$ cat src/rtl/spi_regfile_ctrl.sv
`default_nettype none
// ============================================================================
// Module      : spi_regfile_ctrl
// Description : Turns 8-bit SPI slave frames (command byte + data bytes) into
//               register-file read/write strobes with auto-incrementing address.
// Revision    : 1.0 - initial release
// ============================================================================
module spi_regfile_ctrl #(
    parameter int          AW = 7,
    parameter logic [7:0]  ID = 8'hA5
) (
    input  logic          clk,
    input  logic          rst_n,
    input  logic          spi_start,
    input  logic          spi_done,
    input  logic          spi_busy,
    input  logic [7:0]    spi_dout,
    output logic [7:0]    spi_din,
    output logic [AW-1:0] reg_addr,
    output logic          reg_rd,
    input  logic [7:0]    reg_rdata,
    output logic          reg_wr,
    output logic [7:0]    reg_wdata,
    output logic          frame_err
);

    localparam logic [AW-1:0] c_addr_one = AW'(1);

    typedef enum logic [2:0] {
        S_IDLE   = 3'd0,
        S_CMD    = 3'd1,
        S_WDATA  = 3'd2,
        S_RDUMMY = 3'd3,
        S_RDATA  = 3'd4
    } state_e;

    state_e        state_q, state_d;
    logic [7:0]    spi_din_q, spi_din_d;
    logic [AW-1:0] reg_addr_q, reg_addr_d;
    logic          reg_rd_q, reg_rd_d;
    logic          reg_wr_q, reg_wr_d;
    logic [7:0]    reg_wdata_q, reg_wdata_d;
    logic          frame_err_q, frame_err_d;
    logic [7:0]    rbuf_q, rbuf_d;
    logic          rd_pend_q, rd_pend_d;

    always_comb begin
        state_d     = state_q;
        spi_din_d   = spi_din_q;
        reg_addr_d  = reg_addr_q;
        reg_rd_d    = 1'b0;
        reg_wr_d    = 1'b0;
        reg_wdata_d = reg_wdata_q;
        frame_err_d = 1'b0;
        rbuf_d      = rbuf_q;
        rd_pend_d   = reg_rd_q;

        // Read data arrives one cycle after the strobe
        if (rd_pend_q) begin
            rbuf_d = reg_rdata;
        end

        // Write address advances only after the strobe has used it
        if (reg_wr_q) begin
            reg_addr_d = reg_addr_q + c_addr_one;
        end

        if (spi_start) begin
            state_d   = S_CMD;
            spi_din_d = ID;
        end else if (spi_done && (state_q != S_IDLE)) begin
            case (state_q)
                S_CMD: begin
                    reg_addr_d = spi_dout[AW-1:0];
                    if (spi_dout[7]) begin
                        spi_din_d = 8'h00;
                        reg_rd_d  = 1'b1;
                        state_d   = S_RDUMMY;
                    end else begin
                        spi_din_d = ID;
                        state_d   = S_WDATA;
                    end
                end
                S_WDATA: begin
                    reg_wr_d    = 1'b1;
                    reg_wdata_d = spi_dout;
                    spi_din_d   = ID;
                end
                S_RDUMMY, S_RDATA: begin
                    // Prefetched byte goes out; fetch the next one now
                    spi_din_d  = rbuf_q;
                    reg_addr_d = reg_addr_q + c_addr_one;
                    reg_rd_d   = 1'b1;
                    state_d    = S_RDATA;
                end
                default: state_d = S_IDLE;
            endcase
        end else if (!spi_busy && (state_q != S_IDLE)) begin
            state_d     = S_IDLE;
            frame_err_d = (state_q == S_CMD);
        end
    end

    always_ff @(posedge clk or negedge rst_n) begin
        if (!rst_n) begin
            state_q     <= S_IDLE;
            spi_din_q   <= ID;
            reg_addr_q  <= '0;
            reg_rd_q    <= 1'b0;
            reg_wr_q    <= 1'b0;
            reg_wdata_q <= 8'h00;
            frame_err_q <= 1'b0;
            rbuf_q      <= 8'h00;
            rd_pend_q   <= 1'b0;
        end else begin
            state_q     <= state_d;
            spi_din_q   <= spi_din_d;
            reg_addr_q  <= reg_addr_d;
            reg_rd_q    <= reg_rd_d;
            reg_wr_q    <= reg_wr_d;
            reg_wdata_q <= reg_wdata_d;
            frame_err_q <= frame_err_d;
            rbuf_q      <= rbuf_d;
            rd_pend_q   <= rd_pend_d;
        end
    end

    assign spi_din   = spi_din_q;
    assign reg_addr  = reg_addr_q;
    assign reg_rd    = reg_rd_q;
    assign reg_wr    = reg_wr_q;
    assign reg_wdata = reg_wdata_q;
    assign frame_err = frame_err_q;

endmodule
`default_nettype wire
$ cat config.mk
export PLATFORM = sky130hd
export DESIGN_NAME = spi_regfile_ctrl
export DESIGN_NICKNAME = d
export VERILOG_FILES = /design/src/rtl/spi_regfile_ctrl.sv
export SDC_FILE = /design/constraint.sdc
export NUM_CORES = 1
export LEC_CHECK = 0
export CAP_MARGIN = 20
export CORE_ASPECT_RATIO = 1.4
export CORE_UTILIZATION = 50
export CTS_CLUSTER_DIAMETER = 120
export CTS_CLUSTER_SIZE = 20
export DETAILED_ROUTE_END_ITERATION = 10
export DONT_BUFFER_PORTS = 1
export PLACE_DENSITY = 0.69
export SYNTH_ARGS = -nofsm -noshare
export SYNTH_HDL_FRONTEND = slang
export SYNTH_SLANG_ARGS = --single-unit
$ cat constraint.sdc
create_clock -name clk -period 2.17 [get_ports clk]
set_input_delay 0.434 -clock clk [delete_from_list [all_inputs] [get_ports clk]]
set_output_delay 0.434 -clock clk [all_outputs]
set_load 0.03 [all_outputs]
* Word-level counts from Yosys, hierarchy flattened
Cells that the tools add are included.
Cells by class: $add $sub $neg 1, eq/ne operators 5, mux-type cells 23, bitwise operators 1, reduce and logical (&&, ||, !) cells 11
Operator list (number):
- $mux 8 | 3
- $pmux 8 s3 | 1
- $mux 7 | 3
- $pmux 7 s2 | 1
- $mux 1 | 10
- $mux 3 | 3
- $pmux 3 s3 | 1
- $add 7x1->7 const B | 1
- $eq 3x2->1 const B | 2
- $reduce_bool 3->1 | 2
- $reduce_and 2->1 | 2
- $reduce_bool 4->1 | 1
- $eq 3x1->1 const B | 1
- $eq 3x3->1 const B | 1
- $ne 3x3->1 const B | 1
- $reduce_and 3->1 | 1
- $logic_and 1x1->1 | 2
- $pmux 1 s2 | 1
- $reduce_bool 2->1 | 1
- $reduce_or 2->1 | 1
- $logic_not 1->1 | 1
- $not 1->1 | 1
Storage, ports and cells: register bits after elaboration 38, output and inout port bits 26, word-level logic and storage cells 50

* Logic depth before layout (Yosys ltp)
Gate-level depths: netlist of the first run.
depth after elaboration 5, gate-level depth with buffers 6, mapped depth without buffers 5

* Worst setup path before layout of the first run
OpenSTA, ideal clock, no wires.
kind register to register, from register reg_addr_q[1] (netlist: reg_addr[1]), to register reg_addr_q[6] (netlist: reg_addr[6]), setup time 126 ps, data arrival time 1593 ps, setup slack 451 ps, cell stages (with the launch flop) 6, clock period less this slack 1719 ps, cell sequence dfrtp_1 > ha_1 > nand3_1 > o21ai_0 > a21bo_2 > a221o_1
Between the ends: longest elaborated chain between the ends 5
RTL lines:
- start, declared | line 39 | logic [AW-1:0] reg_addr_q, reg_addr_d;
- start signal, assigned | line 118 | reg_addr_q <= reg_addr_d;
- $add 7x1->7 * | line 65, 92
- $mux 7 | line 64 | if (reg_wr_q) begin
- $pmux 7 s2 | line 72 | case (state_q)
- $mux 7 | line 71 | end else if (spi_done && (state_q != S_IDLE)) begin
- $mux 7 * | line 68 | if (spi_start) begin
- net reg_addr_d[6] | line 39
Mark *: on every way through the listed nets, which the timed path passes. The rest lies on a longest branch. A chain may end at the register's enable or synchronous reset.

* Final worst setup path of the first run
from register state_q[0], to register reg_addr_q[0] (netlist: reg_addr[0])
Between the ends: longest elaborated chain between the ends 5, elaborated cells on any way between the ends 9, those cells by class eq/ne (3); mux (3); reduce/logical (3)
RTL lines:
- start, declared | line 37 | state_e state_q, state_d;
- start signal, assigned | line 116 | state_q <= state_d;
- $eq 3x2->1 or $eq 3x3->1 (tied branches) | line 72
- $reduce_or 2->1 | line 72
- $pmux 7 s2 | line 72
- $mux 7 * | line 71
- $mux 7 * | line 68
- net reg_addr_d[0] | line 39
Marked as above.

==> summary.md, run 1 <==
| Metric | Value |
|---|---|
| Nature of the critical path endpoint | flop |
| Number of port buffers | 0 |
| Most common cell after layout, fill and taps aside | dfrtp_1 |
| CP startpoint | state_q[0]$_DFFE_PN0P_ |
| Final period util | 82.6% |
| DIE HEIGHT | 72.3 microns |
| Routed wire length | 3.59 mm |
| Static Leak | 0.884 nW |
| Post-synthesis mux area share | 10.7% |
| DRC Markers | 0 |
| Remaining global-route overflow | 0 |
| CTS tree | yes |
| HPWL after DPL | 2.62 mm |
| Startpoint types | flop |
| Pre-CTS setup slack | 0.369 ns |
| Fin crit period | 1.79 ns |
| Row count | 25 |
| Final Max Tran Viols | 0 |
| Synth Area in Simple Gates | 12.3% |
| Total of max-cap violations | 0 |
| Slowest cell on the critical path | dfrtp_1 |
| Post-synthesis cell type count | 38 |
| Synth area leaders | dfrtp_1 48%, mux2_2 9.6%, dfstp_2 5.9% |
| Area growth, synth to finish | 10.3% |
| Int Power | 1.24 mW |
| Layout cell share with drive strength beyond 1 | 24.8% |
| Adder-cell share of the synthesized area | 0.708% |
| Hold_buf cts | 2 |
| Placed cell count | 191 |
| Flop pwr share | 54.8% |
| Fin cells | 201 |
| Vias in the first global route | 1230 |
| Max incr delay on CP | 0.47 ns |
| Reg-to-Reg Start | state_q[0]$_DFFE_PN0P_ |
| Post-Syn Nets | 173 |
| Total CTS buffers | 5 |
| Worst-Skew Late Latency | 0.30 ns |
| Actual slew at the worst max-slew pin | 0.510 ns |
| Status | finished clean |
| Comb pwr share | 18.0% |
| R2r endpoint | reg_addr[0]$_DFF_PN0_ |
| Register-to-register setup slack | 0.38 ns |
| Final Hold Viols | 0 |
| Synth Register Bits | 38 |
| Net switching power | 0.612 mW |
| Pwr/cell area | 952 nW/um^2 |
| Peak supply drop | 0.695 mV |
| Post-CTS sizing | 0 |
| Highest clock rate | 558 MHz |
| Crit path cell chain | or3b_4 -> a21oi_4 -> buf_4 -> nor4_2 -> a221o_1 |
| Clock slew at reported path FFs | 0.07 ns |
| DR vias/cell | 6.00 |
| Horiz. Die Dim | 52.2 microns |
| Largest net degree at the start of global routing | 39 |
| NumNets Final | 182 |
| Critical Setup Path Class | flop to flop |
| HP Class | primary input to flop |
| Synth warn | 0 |
| Post-CTS setup buffers | 0 |
| Clock Tree Buf Depth | 2 |
| Top cell type's share of synthesized area | 48.2% |
| Ant diodes | 0 |
| # fillers | 281 |
| Main combinational cell family by area after synthesis | compound AO/OA/AOI/OAI gates |
| Initial Utilization | 52.3% |
| Setup ws final | 0.377 ns |
| Synth area leader | dfrtp_1 |
| First-pass GRT wire length | 5.74 mm |
| CP required | 2.35 ns |
| CP Data Arrival Time | 1.97 ns |
| DR vias | 1206 |
| Core ar. | 3380 sq um |
| Antenna violations before repair | 0 |
| Iter 0 DRT Violations | 23 |
| Compound-gate portion of the synthesized area | 17.3% |
| Fin util | 57.7% |
| Num ports | 47 |
| Post-Syn Instances | 151 |
| Root buffer cell | clkbuf_8 |
| Syn avg cell area | 11.7 sq um |
| Die ar. | 3780 sq um |
| Routed wire per std cell | 17.9 microns |
| CP Max Fanout | 10 |
| R2r worst-path depth | 5 |
| Gr usage total | 20.9% |
| Final setup vio count | 0 |
| Post-synthesis sequential area ratio | 54.1% |
| GP Congestion | 0.733 |
| Most frequent cells in the layout | 34 x dfrtp_1, 15 x mux2_2, 10 x o21ai_0 |
| First-pass DRT Iterations | 4 |
| Unrepaired setup endpoints after global routing | false |
| Sw frac | 33.0% |
| Slew headroom | 65.9% |
| Clk pwr share | 27.2% |
| Clock sinks | 38 |
| Post-synthesis xor/xnor area fraction | 0.496% |
| Mapped Area | 1770 sq um |
| Clk_skew | 0.0115 ns |
| Hold WS | 0.202 ns |
| CP endpoint | reg_addr[0]$_DFF_PN0_ |
| Final ANT Viol Nets | 0 |
| Setup tns final | 0 ns |
| # H-tree levels | 2 |
## critical path, delay by kind of cell, from the launching register on
kind	cells	cell delay, ns
AOI/OAI and AO/OA	2	0.50
DFF	1	0.47
and+or+nand+nor	2	0.51
buffers and inverters	1	0.22
## sequential cells by signal (all words and copies together), names as in the netlist
register	flops
rbuf_q	8
rd_pend_q	1
state_q	3
reg_addr	7
reg_rd	1
frame_err	1
spi_din	8
reg_wdata	8
reg_wr	1
## per-stage QoR
stage	cell area (sq um)	power, mW
after global placement	1820	1.33
after detailed placement	1820	1.35
after global routing	1950	1.96
final	1950	1.86
after CTS	1950	1.88
after floorplan	1770	1.26
## layout make-up
cell class | count | area (sq um) | share of cell area [%]
multi-input cells | 97 | 732 | 37.5
repair buffers | 9 | 82.6 | 4.24
well taps | 40 | 50.0 | 2.57
clock inverters | 2 | 12.5 | 0.642
inverters | 9 | 33.8 | 1.73
flip-flops and latches | 38 | 956 | 49.0
clock buffers | 6 | 82.6 | 4.24
## cell usage after synthesis, drive strengths merged
cell type,instances
or3b,1
nand3,5
a22oi,3
ha,1
nand3b,1
a21bo,1
nor2,6
a21oi,5
and2,2
nand4bb,1
buf,5
nor4,2
inv,9
mux2,15
nor2b,4
a32oi,2
mux2i,2
dfstp,4
a21o,2
a22o,5
clkbuf,2
nand2,8
a2bb2oi,4
or4,1
o31a,2
nand2b,2
o311a,2
a221o,3
o21ai,10
xnor2,1
o21bai,1
nor3,3
dfrtp,34
and2b,2
## power groups by stage
stage	combinational [mW]	clock, mW	sequential [mW]
4_1_cts	0.337	0.521	1.02
2_1_floorplan	0.217	0	1.04
6_report	0.334	0.505	1.02
3_5_place_dp	0.316	0	1.03
5_1_grt	0.368	0.555	1.04
3_3_place_gp	0.301	0	1.03
## cell families after synthesis
family          Yosys count
xor+xnor                  1
compound gates           40
fa+ha+maj                 1
buf+inv                  16
mux                      17
flops                    38
simple gates             38
## worst min-delay path by stage
stage | startpoint | endpoint | cells after the start
after floorplan | rst_n | frame_err$_DFF_PN0_ | 0
after global placement | rst_n | reg_wdata[6]$_DFFE_PN0P_ | 0
after detailed placement | rst_n | reg_wdata[6]$_DFFE_PN0P_ | 0
after CTS | spi_start | state_q[1]$_DFFE_PN0P_ | 1
after global routing | spi_start | state_q[1]$_DFFE_PN0P_ | 1
final | spi_start | state_q[1]$_DFFE_PN0P_ | 1
## layer usage
metal | vias to the layer above | wire length (microns) | GRT usage, %
li1 | 568 | - | -
met3 | 7 | 253 | 7.13
met2 | 41 | 1880 | 36.0
met5 | - | 0 | 0
met4 | 0 | 59 | 8.48
met1 | 590 | 1400 | 23.2
Note: power is estimated with default switching activity, not from simulation.
==> run 2, diff against run 1 <==
Clock period 2.17 ns to 1.9 ns, I/O delays scaled along.
==> summary.md, run 2 (synthesis results as in run 1) <==
| Metric | Value |
|---|---|
| Status | finished clean (unchanged) |
| HPWL after DPL | 2.64 mm (was 2.62 mm) |
| Peak supply drop | 0.688 mV (was 0.695 mV) |
| Layout cell share with drive strength beyond 1 | 25.8% (was 24.8%) |
| Vias in the first global route | 1326 (was 1230) |
| # fillers | 302 (was 281) |
| M1 GR Usage | 22.5% (was 23.2%) |
| Nature of the critical path endpoint | flop (unchanged) |
| FF+latch area | 956 sq um (unchanged) |
| Iter 0 DRT Violations | 32 (was 23) |
| Area of the multi-input gates | 732 sq um (unchanged) |
| Routed wire length | 3.54 mm (was 3.59 mm) |
| Slowest cell on the critical path | dfrtp_1 (unchanged) |
| Final setup vio count | 0 (unchanged) |
| Max incr delay on CP | 0.47 ns (about the same) |
| Post-CTS setup buffers | 0 (unchanged) |
| Hold_sp | spi_start (unchanged) |
| GR Util met2 | 37.3% (was 36.0%) |
| First-pass GRT wire length | 5.76 mm (was 5.74 mm) |
| Horiz. Die Dim | 52.2 microns (unchanged) |
| Clock Tree Buf Depth | 2 (unchanged) |
| Hold_buf cts | 2 (unchanged) |
| Final ANT Viol Nets | 0 (unchanged) |
| Area growth, synth to finish | 11.2% (was 10.3%) |
| Row count | 25 (unchanged) |
| Worst-Skew Late Latency | 0.29 ns (was 0.30 ns) |
| Most common cell after layout, fill and taps aside | dfrtp_1 (unchanged) |
| Clk pwr share | 26.9% (was 27.2%) |
| Setup tns final | 0 ns (unchanged) |
| Initial Utilization | 52.3% (unchanged) |
| Critical Setup Path Class | flop to flop (unchanged) |
| DR vias/cell | 6.01 (was 6.00) |
| Core ar. | 3380 sq um (unchanged) |
| Pwr/cell area | 1080 nW/um^2 (was 952 nW/um^2) |
| Delay-heaviest family, CP | compound AO/OA/AOI/OAI gates (was simple AND/OR/NAND/NOR gates) |
| CP startpoint | state_q[0]$_DFFE_PN0P_ (unchanged) |
| Die ar. | 3780 sq um (unchanged) |
| Final Max Tran Viols | 0 (unchanged) |
| Static Leak | 0.892 nW (was 0.884 nW) |
| Routed wire per std cell | 17.4 microns (was 17.9 microns) |
| Antenna violations before repair | 0 (unchanged) |
| CTS tree | yes (unchanged) |
| DRC Markers | 0 (unchanged) |
| Post-CTS sizing | 0 (unchanged) |
| # H-tree levels | 2 (unchanged) |
| R2r endpoint | reg_addr[0]$_DFF_PN0_ (unchanged) |
| Slew headroom | 73.3% (was 65.9%) |
| Placed cell count | 193 (was 191) |
| CP required | 2.12 ns (was 2.35 ns) |
| Met3 Track Usage GR | 5.24% (was 7.13%) |
| Clock slew at reported path FFs | 0.07 ns (about the same) |
| Fin crit period | 1.76 ns (was 1.79 ns) |
| CP Data Arrival Time | 1.98 ns (was 1.97 ns) |
| Net switching power | 0.689 mW (was 0.612 mW) |
| Actual slew at the worst max-slew pin | 0.400 ns (was 0.510 ns) |
| Remaining global-route overflow | 0 (unchanged) |
| Number of port buffers | 0 (unchanged) |
| GP Congestion | 0.731 (was 0.733) |
| CP Max Fanout | 10 (unchanged) |
| Clock sinks | 38 (unchanged) |
| R2r worst-path depth | 5 (unchanged) |
| Fin util | 58.1% (was 57.7%) |
| Crit path buf inv count | 1 (unchanged) |
| Fin cells | 203 (was 201) |
| Hold path depth | 1 (unchanged) |
| Flop pwr share | 54.7% (was 54.8%) |
| Unrepaired setup endpoints after global routing | false (unchanged) |
| DR vias | 1221 (was 1206) |
| Comb pwr share | 18.5% (was 18.0%) |
| Total of max-cap violations | 0 (unchanged) |
| Final Hold Viols | 0 (unchanged) |
| Sw frac | 32.6% (was 33.0%) |
| Crit path cell chain | or3b_4 -> a21oi_4 -> buf_4 -> o21bai_1 -> a221o_1 (was or3b_4 -> a21oi_4 -> buf_4 -> nor4_2 -> a221o_1) |
| Startpoint types | flop (unchanged) |
| Num ports | 47 (unchanged) |
| Clk_skew | 0.00743 ns (was 0.0115 ns) |
| Largest net degree at the start of global routing | 39 (unchanged) |
| Hold Path Sink | state_q[1]$_DFFE_PN0P_ (unchanged) |
| Root buffer cell | clkbuf_8 (unchanged) |
| Highest clock rate | 569 MHz (was 558 MHz) |
| NumNets Final | 184 (was 182) |
| Gr usage total | 21.0% (was 20.9%) |
| Int Power | 1.43 mW (was 1.24 mW) |
| Global routing's busiest layer | met2 (unchanged) |
| HP Class | primary input to flop (unchanged) |
| DIE HEIGHT | 72.3 microns (unchanged) |
| Final period util | 92.6% (was 82.6%) |
| First-pass DRT Iterations | 4 (unchanged) |
| Ant diodes | 0 (unchanged) |
| Total CTS buffers | 5 (unchanged) |
| Reg-to-Reg Start | state_q[0]$_DFFE_PN0P_ (unchanged) |
| Register-to-register setup slack | 0.14 ns (was 0.38 ns) |
| Most frequent cells in the layout | 34 x dfrtp_1, 15 x mux2_2, 10 x o21ai_0 (unchanged) |
## run 2: cell type report
| class | count | share of cell area, % |
|---|---|---|
| multi-input cells | 97 | 37.3 |
| well taps | 40 | 2.55 |
| repair buffers | 11 | 4.97 |
| clock buffers | 6 | 4.20 |
| clock inverters | 2 | 0.637 |
| flip-flops and latches | 38 | 48.7 |
| inverters | 9 | 1.72 |
## run 2: per-layer routing
metal | share of wire [%] | vias up
met2 | 56 | 35
met5 | 0 | -
met4 | 1.1 | 0
li1 | - | 570
met3 | 5.3 | 5
met1 | 37 | 611
## run 2: power by group through the flow
stage               logic, mW  registers, mW  clock network [mW]
floorplan               0.248           1.19                   0
global placement        0.356           1.17                   0
detailed placement      0.373           1.17                   0
CTS                     0.396           1.16               0.582
global route            0.431           1.17               0.625
finish                  0.390           1.16               0.568
## run 2: worst max path at each step
stage          slack (ns)                     to  depth (start not counted)
5_1_grt              0.06  reg_addr[2]$_DFF_PN0_                          5
6_report             0.14  reg_addr[0]$_DFF_PN0_                          5
3_5_place_dp         0.14  reg_addr[0]$_DFF_PN0_                          5
3_3_place_gp         0.22  reg_addr[1]$_DFF_PN0_                          5
4_1_cts              0.12  reg_addr[0]$_DFF_PN0_                          5
2_1_floorplan        0.18  reg_addr[6]$_DFF_PN0_                          5
## run 2: worst register-to-register path, delay by kind of cell, from the launching register on
kind                   cells  cell delay [ns]
buffers and inverters      1             0.22
and+or+nand+nor            1             0.45
DFF                        1             0.47
AOI/OAI and AO/OA          3             0.57
## run 2: through the flow
step                      power, mW  setup WS, ns  cell area (sq um)  hold WS (ns)
final                          2.11         0.141               1960         0.156
after global routing           2.23        0.0582               1960         0.147
after detailed placement       1.55         0.141               1840        0.0852
after floorplan                1.44         0.181               1770        0.0844
after global placement         1.53         0.218               1840        0.0851
after CTS                      2.14         0.124               1960         0.145
